[src/rtl/pll_lock_sequencer.sv]
// PLL bring-up sequencer on the reference clock: pulses RESETB, waits for lock with
// timeout and bounded retries, qualifies lock stability, then releases the PLL-domain reset.
//
// state       | meaning
// ------------+---------------------------------------------------------------
// S_RESET     | PLL RESETB held low for RST_CYCLES
// S_WAIT_LOCK | RESETB released, waiting up to LOCK_TIMEOUT for lock
// S_STABLE    | lock seen, must hold for STABLE_CYCLES consecutive cycles
// S_RUN       | downstream reset released, watching for loss of lock
// S_FAULT     | retries exhausted, PLL parked in reset until restart/rst_n
module pll_lock_sequencer #(
  parameter int unsigned RST_CYCLES    = 16,
  parameter int unsigned LOCK_TIMEOUT  = 4096,
  parameter int unsigned STABLE_CYCLES = 256,
  parameter int unsigned MAX_RETRIES   = 3
) (
  input  logic       clk,
  input  logic       rst_n,
  input  logic       pll_locked,
  input  logic       restart,
  output logic       pll_resetb,
  output logic       sys_rst_n,
  output logic       ready,
  output logic       fault,
  output logic [3:0] retry_count,
  output logic [7:0] unlock_count
);

  localparam int unsigned MAX_AB = (RST_CYCLES > LOCK_TIMEOUT) ? RST_CYCLES : LOCK_TIMEOUT;
  localparam int unsigned MAX_P  = (MAX_AB > STABLE_CYCLES) ? MAX_AB : STABLE_CYCLES;
  localparam int          CW     = $clog2(MAX_P);

  localparam logic [CW-1:0] RST_TC    = CW'(RST_CYCLES - 1);
  localparam logic [CW-1:0] LOCK_TC   = CW'(LOCK_TIMEOUT - 1);
  localparam logic [CW-1:0] STABLE_TC = CW'(STABLE_CYCLES - 1);
  localparam logic [3:0]    RETRY_MAX = 4'(MAX_RETRIES);

  typedef enum logic [2:0] {
    S_RESET,
    S_WAIT_LOCK,
    S_STABLE,
    S_RUN,
    S_FAULT
  } state_t;

  state_t        state;
  logic [CW-1:0] cnt;
  logic [1:0]    sync;
  logic          lock_s;

  // {pll_resetb, sys_rst_n, ready, fault} as seen while sitting in state s
  function automatic logic [3:0] outs(input state_t s);
    case (s)
      S_WAIT_LOCK, S_STABLE: outs = 4'b1000;
      S_RUN:                 outs = 4'b1110;
      S_FAULT:               outs = 4'b0001;
      default:               outs = 4'b0000;
    endcase
  endfunction

  always_ff @(posedge clk or negedge rst_n) begin
    if (!rst_n) sync <= 2'b00;
    else        sync <= {sync[0], pll_locked};
  end

  assign lock_s = sync[1];

  always_ff @(posedge clk or negedge rst_n) begin
    if (!rst_n) begin
      state        <= S_RESET;
      cnt          <= '0;
      retry_count  <= 4'd0;
      unlock_count <= 8'd0;
      {pll_resetb, sys_rst_n, ready, fault} <= 4'b0000;
    end else if (restart) begin
      state       <= S_RESET;
      cnt         <= '0;
      retry_count <= 4'd0;
      {pll_resetb, sys_rst_n, ready, fault} <= outs(S_RESET);
    end else begin
      case (state)
        S_RESET: begin
          if (cnt == RST_TC) begin
            state <= S_WAIT_LOCK;
            cnt   <= '0;
            {pll_resetb, sys_rst_n, ready, fault} <= outs(S_WAIT_LOCK);
          end else begin
            cnt <= cnt + 1'b1;
          end
        end
        S_WAIT_LOCK: begin
          if (lock_s) begin
            state <= S_STABLE;
            cnt   <= '0;
            {pll_resetb, sys_rst_n, ready, fault} <= outs(S_STABLE);
          end else if (cnt == LOCK_TC && retry_count == RETRY_MAX) begin
            state <= S_FAULT;
            cnt   <= '0;
            {pll_resetb, sys_rst_n, ready, fault} <= outs(S_FAULT);
          end else if (cnt == LOCK_TC) begin
            state       <= S_RESET;
            cnt         <= '0;
            retry_count <= retry_count + 4'd1;
            {pll_resetb, sys_rst_n, ready, fault} <= outs(S_RESET);
          end else begin
            cnt <= cnt + 1'b1;
          end
        end
        S_STABLE: begin
          // a dropout restarts both the stability window and the lock timeout
          if (!lock_s) begin
            state <= S_WAIT_LOCK;
            cnt   <= '0;
            {pll_resetb, sys_rst_n, ready, fault} <= outs(S_WAIT_LOCK);
          end else if (cnt == STABLE_TC) begin
            state       <= S_RUN;
            cnt         <= '0;
            retry_count <= 4'd0;
            {pll_resetb, sys_rst_n, ready, fault} <= outs(S_RUN);
          end else begin
            cnt <= cnt + 1'b1;
          end
        end
        S_RUN: begin
          if (!lock_s) begin
            state <= S_RESET;
            cnt   <= '0;
            if (unlock_count != 8'hFF) unlock_count <= unlock_count + 8'd1;
            {pll_resetb, sys_rst_n, ready, fault} <= outs(S_RESET);
          end
        end
        S_FAULT: begin
        end
        default: begin
          state <= S_RESET;
          cnt   <= '0;
          {pll_resetb, sys_rst_n, ready, fault} <= outs(S_RESET);
        end
      endcase
    end
  end

endmodule

[config.mk]
export PLATFORM = sky130hd
export DESIGN_NAME = pll_lock_sequencer
export DESIGN_NICKNAME = d
export VERILOG_FILES = /design/src/rtl/pll_lock_sequencer.sv
export SDC_FILE = /design/constraint.sdc
export NUM_CORES = 1
export LEC_CHECK = 0
export ABC_AREA = 0
export CELL_PAD_IN_SITES_DETAIL_PLACEMENT = 0
export CELL_PAD_IN_SITES_GLOBAL_PLACEMENT = 1
export CORE_MARGIN = 2
export CORE_UTILIZATION = 48
export CTS_BUF_LIST = sky130_fd_sc_hd__clkbuf_2 sky130_fd_sc_hd__clkbuf_4 sky130_fd_sc_hd__clkbuf_8
export DETAILED_ROUTE_END_ITERATION = 16
export PLACE_DENSITY_LB_ADDON = 0.3
export SYNTH_ARGS = -nofsm -noshare
export SYNTH_HDL_FRONTEND = slang
export SYNTH_SLANG_ARGS = --single-unit
[constraint.sdc]
create_clock -name clk -period 5.75 [get_ports clk]
set_input_delay 0.8625 -clock clk [delete_from_list [all_inputs] [get_ports clk]]
set_output_delay 0.8625 -clock clk [all_outputs]
set_load 0.01 [all_outputs]
==> results of run 1 <==
-- cells by family (layout without fill, tap and decap cells) --
family	count (synthesis)	in the layout	synth area share (%)
multiplexers	1	1	0.6263
AO/OA/AOI/OAI	44	44	17.26
XOR/XNOR	10	10	4.871
flip-flops	32	32	44.54
adder cells (fa/ha/maj)	3	3	2.088
AND/OR/NAND/NOR	84	84	27.14
buffers and inverters	13	29	3.479
-- power by group --
| group | internal (mW) | switching (mW) | total, mW |
|---|---|---|---|
| Combinational | 0.0970 | 0.118 | 0.215 |
| Clock | 0.107 | 0.0788 | 0.186 |
| Sequential | 0.255 | 0.0472 | 0.302 |
-- metal layers --
metal | global-route usage (%) | wire length, um
met5 | 0 | 0
met4 | 5.729 | 33
met3 | 5.822 | 219
met2 | 34.95 | 1953
met1 | 27.56 | 1802
-- critical path, stage by stage --
cell and delay (ps):
sky130_fd_sc_hd__clkdlybuf4s50_1 630, sky130_fd_sc_hd__a21oi_1 860, sky130_fd_sc_hd__nor2_1 150, sky130_fd_sc_hd__a221o_1 320, sky130_fd_sc_hd__o21ai_0 80
-- synthesized netlist by cell type (all sizes together) (2+ instances only) --
master,n
a21o,3
a21oi,7
a221o,4
a22o,2
a31oi,3
a32o,2
and2,2
and3,4
and4,2
buf,3
clkbuf,9
dfrtp,32
ha,3
nand2,16
nand2b,4
nand3,8
nand4,7
nand4b,2
nor2,9
nor2b,4
nor3,10
nor4,3
o21ai,12
o31ai,3
or3,4
or4b,2
xnor2,6
xor2,4
-- through the flow --
step	utilization, %	std cells	cell area (um2)	hold WS (ps)
floorplan	-	187	1798	331.2
global placement	54.96	243	1997	333.2
detailed placement	54.96	243	1997	350.8
CTS	57.64	251	2095	365.6
global route	57.64	251	2095	387.6
finish	57.64	251	2095	361.9
-- final timing paths --
check | end | slack, ps
max in group asynchronous | unlock_count[6]$_DFFE_PN0P_ | 4460
min | sync[1]$_DFF_PN0_ | 360
max | cnt[7]$_DFFE_PN0P_ | 3040
min reg2reg | sync[1]$_DFF_PN0_ | 360
min in group asynchronous | cnt[5]$_DFFE_PN0P_ | 990
max reg2reg | cnt[7]$_DFFE_PN0P_ | 3270
-- cells in the final DEF (no fill, tap or decap), drive strengths merged, types with 2 or more instances in the layout --
cell type,instances
nand4,7
clkbuf,8
or4b,2
nor3,10
a221o,4
nand3,8
and3,4
a22o,2
a21oi,7
nand2b,4
xor2,4
ha,3
nor4,3
a32o,2
o21ai,12
nor2b,4
nand4b,2
dfrtp,32
nand2,16
and2,2
nor2,9
clkdlybuf4s50,19
o31ai,3
xnor2,6
a21o,3
a31oi,3
and4,2
or3,4
-- cell type report --
type / count / area, um2 / share of cell area [%]
repair buffers: 20 / 197.7 / 9.438
inverters: 1 / 3.754 / 0.1792
flip-flops and latches: 32 / 800.8 / 38.23
multi-input cells: 142 / 934.6 / 44.62
well taps: 48 / 60.06 / 2.867
clock buffers: 8 / 97.59 / 4.659
-- registers in the layout, indices dropped and copies added, names as in the netlist --
signal	cells
unlock_count	8
pll_resetb	1
state	3
sync	2
ready	1
cnt	12
retry_count	4
fault	1
==> load_flow_metrics.sql, run 1 <==
INSERT INTO impl_metrics (metric_group, metric, value, unit) VALUES
('power', 'p_per_area', '335.7', 'nW/um2'),
('finish', 'area_growth_syn_to_layout', '16.49', '%'),
('sta', 'max_freq', '368.7', 'MHz'),
('global_route', 'grt_max_degree', '33', ''),
('floorplan', 'floorplan_die_area', '4251', 'um2'),
('finish', 'final_layout_size_suffix_gt1_share', '7.389', '%'),
('floorplan', 'top_level_i_o_count', '20', ''),
('finish', 'fin_nets', '209', ''),
('placement', 'port_buffers', '19', ''),
('yosys', 'synth.largest_area_cell', 'sky130_fd_sc_hd__dfrtp_1', ''),
('yosys', 'yosys_warnings', '0', ''),
('min_path', 'hold_depth', '0', ''),
('sta', 'worst_clock_skew', '3.736', 'ps'),
('floorplan', 'core', '3633', 'um2'),
('placement', 'detailedPlace.worstSlack', '2757', 'ps'),
('worst_setup_path', 'worstSetupEndpointType', 'flop', ''),
('yosys', 'ys.flop_type', 'sky130_fd_sc_hd__dfrtp_1', ''),
('sta', 'hold_violations', '0', ''),
('min_path', 'worst_hold_path_type', 'reg -> reg', ''),
('clocking', 'tritoncts.num_buffers', '5', ''),
('routing', 'drc', '0', ''),
('yosys', 'post_synth_num_cell_types', '51', ''),
('sta', 'layout_worst_path_cycle_share', '47.16', '%'),
('floorplan', 'floorplan.rows', '22', ''),
('global_route', 'antenna_violations_before_repair', '0', ''),
('yosys', 'postSynth.asyncResetShare', '100.0', '%'),
('worst_setup_path', 'critPathRequiredTime', '5940', 'ps'),
('clocking', 'worstSkewPairLatency', '280', 'ps'),
('global_route', 'grt.overflow.total', '0', ''),
('yosys', 'ys_seq_area_share', '44.54', '%'),
('routing', 'post_route_ant_nets', '0', ''),
('sta', 'report.final.slew_viol_count', '0', ''),
('worst_setup_path', 'cp-start-kind', 'input pin', ''),
('sta', 'report.final.setup_viol', '0', ''),
('sta', 'totalNegativeSetupSlack', '0', 'ps'),
('clocking', 'clkTransAtPathRegs', '70', 'ps'),
('floorplan', 'initial_utilization', '49.48', '%'),
('worst_setup_path', 'worstReg2RegStart', 'state[0]$_DFFE_PN0P_', ''),
('global_route', 'first_global_vias', '1521', ''),
('worst_setup_path', 'reg2reg_depth', '5', ''),
('clocking', 'clk_path_buf_depth', '2', ''),
('yosys', 'net_count_after_synthesis', '194', ''),
('power', 'power.ir.vdd_worst', '222.7', 'uV'),
('yosys', 'synth_enable_flop_cells', '0', ''),
('clocking', 'clock_tree_from_tritoncts', 'yes', ''),
('finish', 'fillers', '340', ''),
('sta', 'timing.slew.headroom', '35.02', '%'),
('global_route', 'total_routing_usage_reported_by_global_routing', '21.22', '%'),
('clocking', 'cts.sinks', '32', ''),
('worst_setup_path', 'cp-startpoint', 'restart', ''),
('yosys', 'synthesis.instances', '187', ''),
('power', 'p_leak', '0.9018', 'nW'),
('flow_run', 'maxCapViolations', '0', ''),
('clocking', 'clock_tree.htree_level_count', '2', ''),
('routing', 'detail_route.wl_per_cell', '15.97', 'um'),
('sta', 'actual_transition_at_the_worst_max_transition_pin', '974.8', 'ps'),
('floorplan', 'height_of_the_chip', '65.20', 'um'),
('floorplan', 'chipWidth', '65.20', 'um'),
('placement', 'detailedPlacementHpwl', '2807', 'um'),
('routing', 'firstDrtPassIters', '4', ''),
('global_route', 'grt_pass1_wl', '7051', 'um'),
('clocking', 'post_cts_setup_inserts', '0', ''),
('yosys', 'synthesis.area', '1798', 'um2'),
('finish', 'diodes', '0', ''),
('routing', 'detailroute.via_count', '1527', ''),
('routing', 'wirelength', '4008', 'um'),
('yosys', 'ys_ff_latch', '32', ''),
('sta', 'layout_min_cycle_time', '2712', 'ps'),
('status', 'status', 'finished, final reports clean', ''),
('clocking', 'cts.root.buffer_cell', 'sky130_fd_sc_hd__clkbuf_8', ''),
('clocking', 'post_cts_hold_buffer_count', '0', '');
Power figures use the tool's default switching activity.
==> run 2, diff against run 1 <==
--- a/config.mk
+++ b/config.mk
@@ -9,7 +9,7 @@
 export CELL_PAD_IN_SITES_DETAIL_PLACEMENT = 0
 export CELL_PAD_IN_SITES_GLOBAL_PLACEMENT = 1
 export CORE_MARGIN = 2
-export CORE_UTILIZATION = 48
+export CORE_UTILIZATION = 40
 export CTS_BUF_LIST = sky130_fd_sc_hd__clkbuf_2 sky130_fd_sc_hd__clkbuf_4 sky130_fd_sc_hd__clkbuf_8
 export DETAILED_ROUTE_END_ITERATION = 16
 export PLACE_DENSITY_LB_ADDON = 0.3
==> constraint.sdc (replaced) <==
create_clock -name clk -period 2.18 [get_ports clk]
set_input_delay 0.327 -clock clk [delete_from_list [all_inputs] [get_ports clk]]
set_output_delay 0.327 -clock clk [all_outputs]
set_load 0.01 [all_outputs]
==> run 2 against run 1 <==
  * The run now ends with setup timing left
  * Sequential power grew to 2.6 times the previous value
  * Clock power grew to 2.7 times the previous value
  * Power grew to 2.9 times the previous value
  * Global-route usage is 3.0 points lower
  * Worst setup slack worse by 3000 ps
  * Sequential cell count stayed put
  * First-iteration DRC count is 7.0% higher
  * Clock skew is 1.0 ps higher
  * Final cell count is 8.8% higher
  * Non-clock buffer count is 19 higher
  * Combinational power grew to 3.4 times the previous value
  * Critical path depth is 1 higher
  * Critical path type is now reg -> reg
  * Largest cell class unchanged
  * Highest routed layer unchanged
==> load_flow_metrics.sql, run 2 (synthesis gave the netlist of run 1 again) <==
INSERT INTO impl_metrics (metric_group, metric, value, unit) VALUES
('min_path', 'worst_hold_path_type', 'reg -> reg', ''),
('global_route', 'total_routing_usage_reported_by_global_routing', '18.25', '%'),
('sta', 'layout_worst_path_cycle_share', '100.3', '%'),
('power', 'power.ir.vdd_worst', '488.9', 'uV'),
('sta', 'worst_clock_skew', '4.746', 'ps'),
('global_route', 'grt_pass1_wl', '7224', 'um'),
('sta', 'layout_min_cycle_time', '2186', 'ps'),
('min_path', 'hold_depth', '0', ''),
('routing', 'wirelength', '4453', 'um'),
('worst_setup_path', 'worstSetupEndpointType', 'flop', ''),
('sta', 'hold_violations', '0', ''),
('power', 'total_power', '2.005', 'mW'),
('sta', 'max_freq', '457.4', 'MHz'),
('floorplan', 'initial_utilization', '41.29', '%'),
('routing', 'detail_route.wl_per_cell', '16.31', 'um'),
('floorplan', 'core', '4354', 'um2'),
('worst_setup_path', 'crit_path_max_incr_delay', '540', 'ps'),
('placement', 'port_buffers', '19', ''),
('placement', 'post-place-cells', '262', ''),
('routing', 'drc', '0', ''),
('global_route', 'antenna_violations_before_repair', '0', ''),
('finish', 'fin_nets', '228', ''),
('worst_setup_path', 'reg2reg_depth', '6', ''),
('finish', 'max_flop_register', 'cnt', ''),
('finish', 'finish.utilization', '53.02', '%'),
('sta', 'report.final.slew_viol_count', '0', ''),
('worst_setup_path', 'timing.setup.critical_path_class', 'reg -> reg', ''),
('sta', 'report.final.setup_viol', '1', ''),
('routing', 'firstDrtPassIters', '4', ''),
('worst_setup_path', 'cpLargestDelayFamily', 'simple AND/OR/NAND/NOR gates', ''),
('finish', 'final_layout_size_suffix_gt1_share', '20.36', '%'),
('floorplan', 'floorplan.rows', '24', ''),
('finish', 'diodes', '0', ''),
('worst_setup_path', 'worstReg2RegStart', 'cnt[9]$_DFFE_PN0P_', ''),
('sta', 'timing.final.ws_setup', '-6.432', 'ps'),
('finish', 'area_growth_syn_to_layout', '28.39', '%'),
('worst_setup_path', 'crit_path_cell_trace', 'or4_4, o31a_1, nor3_4, buf_4, nor3_2, a221o_1', ''),
('clocking', 'cts.root.buffer_cell', 'sky130_fd_sc_hd__clkbuf_8', ''),
('finish', 'flip_flop_count_of_the_largest_register_after_layout', '12', ''),
('clocking', 'clkTransAtPathRegs', '70', 'ps'),
('finish', 'final_cell_mix', 'sky130_fd_sc_hd__dfrtp_1 (29), sky130_fd_sc_hd__buf_4 (20), sky130_fd_sc_hd__clkdlybuf4s50_1 (19), sky130_fd_sc_hd__nand2_1 (16), sky130_fd_sc_hd__o21ai_0 (11)', ''),
('sta', 'timing.slew.headroom', '70.28', '%'),
('power', 'p_per_area', '868.5', 'nW/um2'),
('finish', 'commonest_non_fill_non_tap_cell_in_the_layout', 'sky130_fd_sc_hd__dfrtp_1', ''),
('placement', 'place_area', '2115', 'um2'),
('clocking', 'cts.sinks', '32', ''),
('worst_setup_path', 'cp-start-kind', 'flop', ''),
('min_path', 'hold_path_end', 'sync[1]$_DFF_PN0_', ''),
('worst_setup_path', 'rr_endpoint', 'cnt[3]$_DFFE_PN0P_', ''),
('global_route', 'grt.overflow.total', '0', ''),
('placement', 'detailedPlacementHpwl', '3138', 'um'),
('worst_setup_path', 'critPathSlowestCell', 'sky130_fd_sc_hd__or4_4', ''),
('worst_setup_path', 'worst_ep_arrival_time', '2350', 'ps'),
('routing', 'post_route_ant_nets', '0', ''),
('floorplan', 'height_of_the_chip', '71.05', 'um'),
('global_route', 'grt_max_degree', '33', ''),
('routing', 'dr.first_iter.drc_count', '123', ''),
('finish', 'final_cell_count_no_fill', '273', ''),
('routing', 'detailroute.via_count', '1566', ''),
('worst_setup_path', 'timing.critical_path.fanout_max', '8', ''),
('floorplan', 'top_level_i_o_count', '20', ''),
('power', 'p_leak', '1.006', 'nW'),
('status', 'failed_checks', 'setup timing', ''),
('worst_setup_path', 'critPathBufInv', '1', ''),
('floorplan', 'floorplan_die_area', '5047', 'um2'),
('clocking', 'worstSkewPairLatency', '280', 'ps'),
('finish', 'biggestRegsByFlops', 'cnt (12), unlock_count (8), retry_count (4)', ''),
('routing', 'via_per_inst', '5.736', ''),
('clocking', 'clock_tree_from_tritoncts', 'yes', ''),
('flow_run', 'maxCapViolations', '0', ''),
('min_path', 'worstHoldStart', 'sync[0]$_DFF_PN0_', ''),
('placement', 'globalplace.congestion', '0.9430', ''),
('status', 'status', 'complete, but fails checks', ''),
('worst_setup_path', 'critPathRequiredTime', '2350', 'ps'),
('worst_setup_path', 'ff2ff_setup_slack', '-6', 'ps'),
('clocking', 'clock_tree.htree_level_count', '2', ''),
('clocking', 'tritoncts.num_buffers', '5', ''),
('sta', 'grt_setup_unrepaired', 'yes', ''),
('clocking', 'clk_path_buf_depth', '2', ''),
('global_route', 'first_global_vias', '1590', ''),
('floorplan', 'chipWidth', '71.05', 'um'),
('sta', 'actual_transition_at_the_worst_max_transition_pin', '434.6', 'ps'),
('finish', 'postLayoutCellArea', '2308', 'um2');
-- run 2: how the worst max path moves through the flow --
stage,from,slack (ps),cells after the start,to
finish,cnt[9]$_DFFE_PN0P_,-6,6,cnt[3]$_DFFE_PN0P_
global route,cnt[10]$_DFFE_PN0P_,-50,6,cnt[3]$_DFFE_PN0P_
CTS,cnt[0]$_DFFE_PN0P_,10,6,retry_count[3]$_DFFE_PN0P_
detailed placement,cnt[0]$_DFFE_PN0P_,-60,6,cnt[4]$_DFFE_PN0P_
global placement,cnt[0]$_DFFE_PN0P_,-5,6,cnt[4]$_DFFE_PN0P_
floorplan,cnt[8]$_DFFE_PN0P_,90,6,cnt[4]$_DFFE_PN0P_
-- run 2: cell type report --
type                            instances  area (um2)
Sequential cell                        32       804.5
Inverter                                1       3.754
Fill cell                             396        2046
Multi-Input combinational cell        142       998.5
Clock buffer                            7       96.34
Tap cell                               52       65.06
Timing Repair Buffer                   39       340.3
-- run 2: repair_timing --
action                     in CTS  in global routing
hold buffers                    0                  0
setup buffers                   0                  4
resized for setup               2                 14
setup endpoints to repair       6                 13
pin swaps                       1                  0
-- run 2: metal layers --
layer,up-vias,track usage (%),wire [um]
li1,769,-,-
met1,754,23.87,2114
met2,37,28.87,2103
met3,6,3.989,160
met4,0,8.595,74
met5,-,0,0
-- run 2: metrics by stage --
step                      worst slack, ps  hold slack, ps  TNS (ps)
after detailed placement           -62.91           334.7    -147.4
after floorplan                     88.33           31.41         0
after CTS                           13.27           350.9         0
after global routing               -52.81           359.4    -114.6
final                              -6.432           348.7    -6.432
after global placement             -4.744           336.3    -6.298
-- run 2: worst register-to-register path, cell delays in order (launching register included) --
cell and delay (ps):
sky130_fd_sc_hd__dfrtp_2 430, sky130_fd_sc_hd__or4_4 540, sky130_fd_sc_hd__o31a_1 300, sky130_fd_sc_hd__nor3_4 310, sky130_fd_sc_hd__buf_4 190, sky130_fd_sc_hd__nor3_2 40
sky130_fd_sc_hd__a221o_1 270
-- run 2: where the power goes --
part / total (mW) / internal, mW / switching (mW)
logic: 0.724 / 0.359 / 0.365
registers: 0.784 / 0.675 / 0.109
clock network: 0.497 / 0.281 / 0.216
total: 2.00 / 1.31 / 0.690
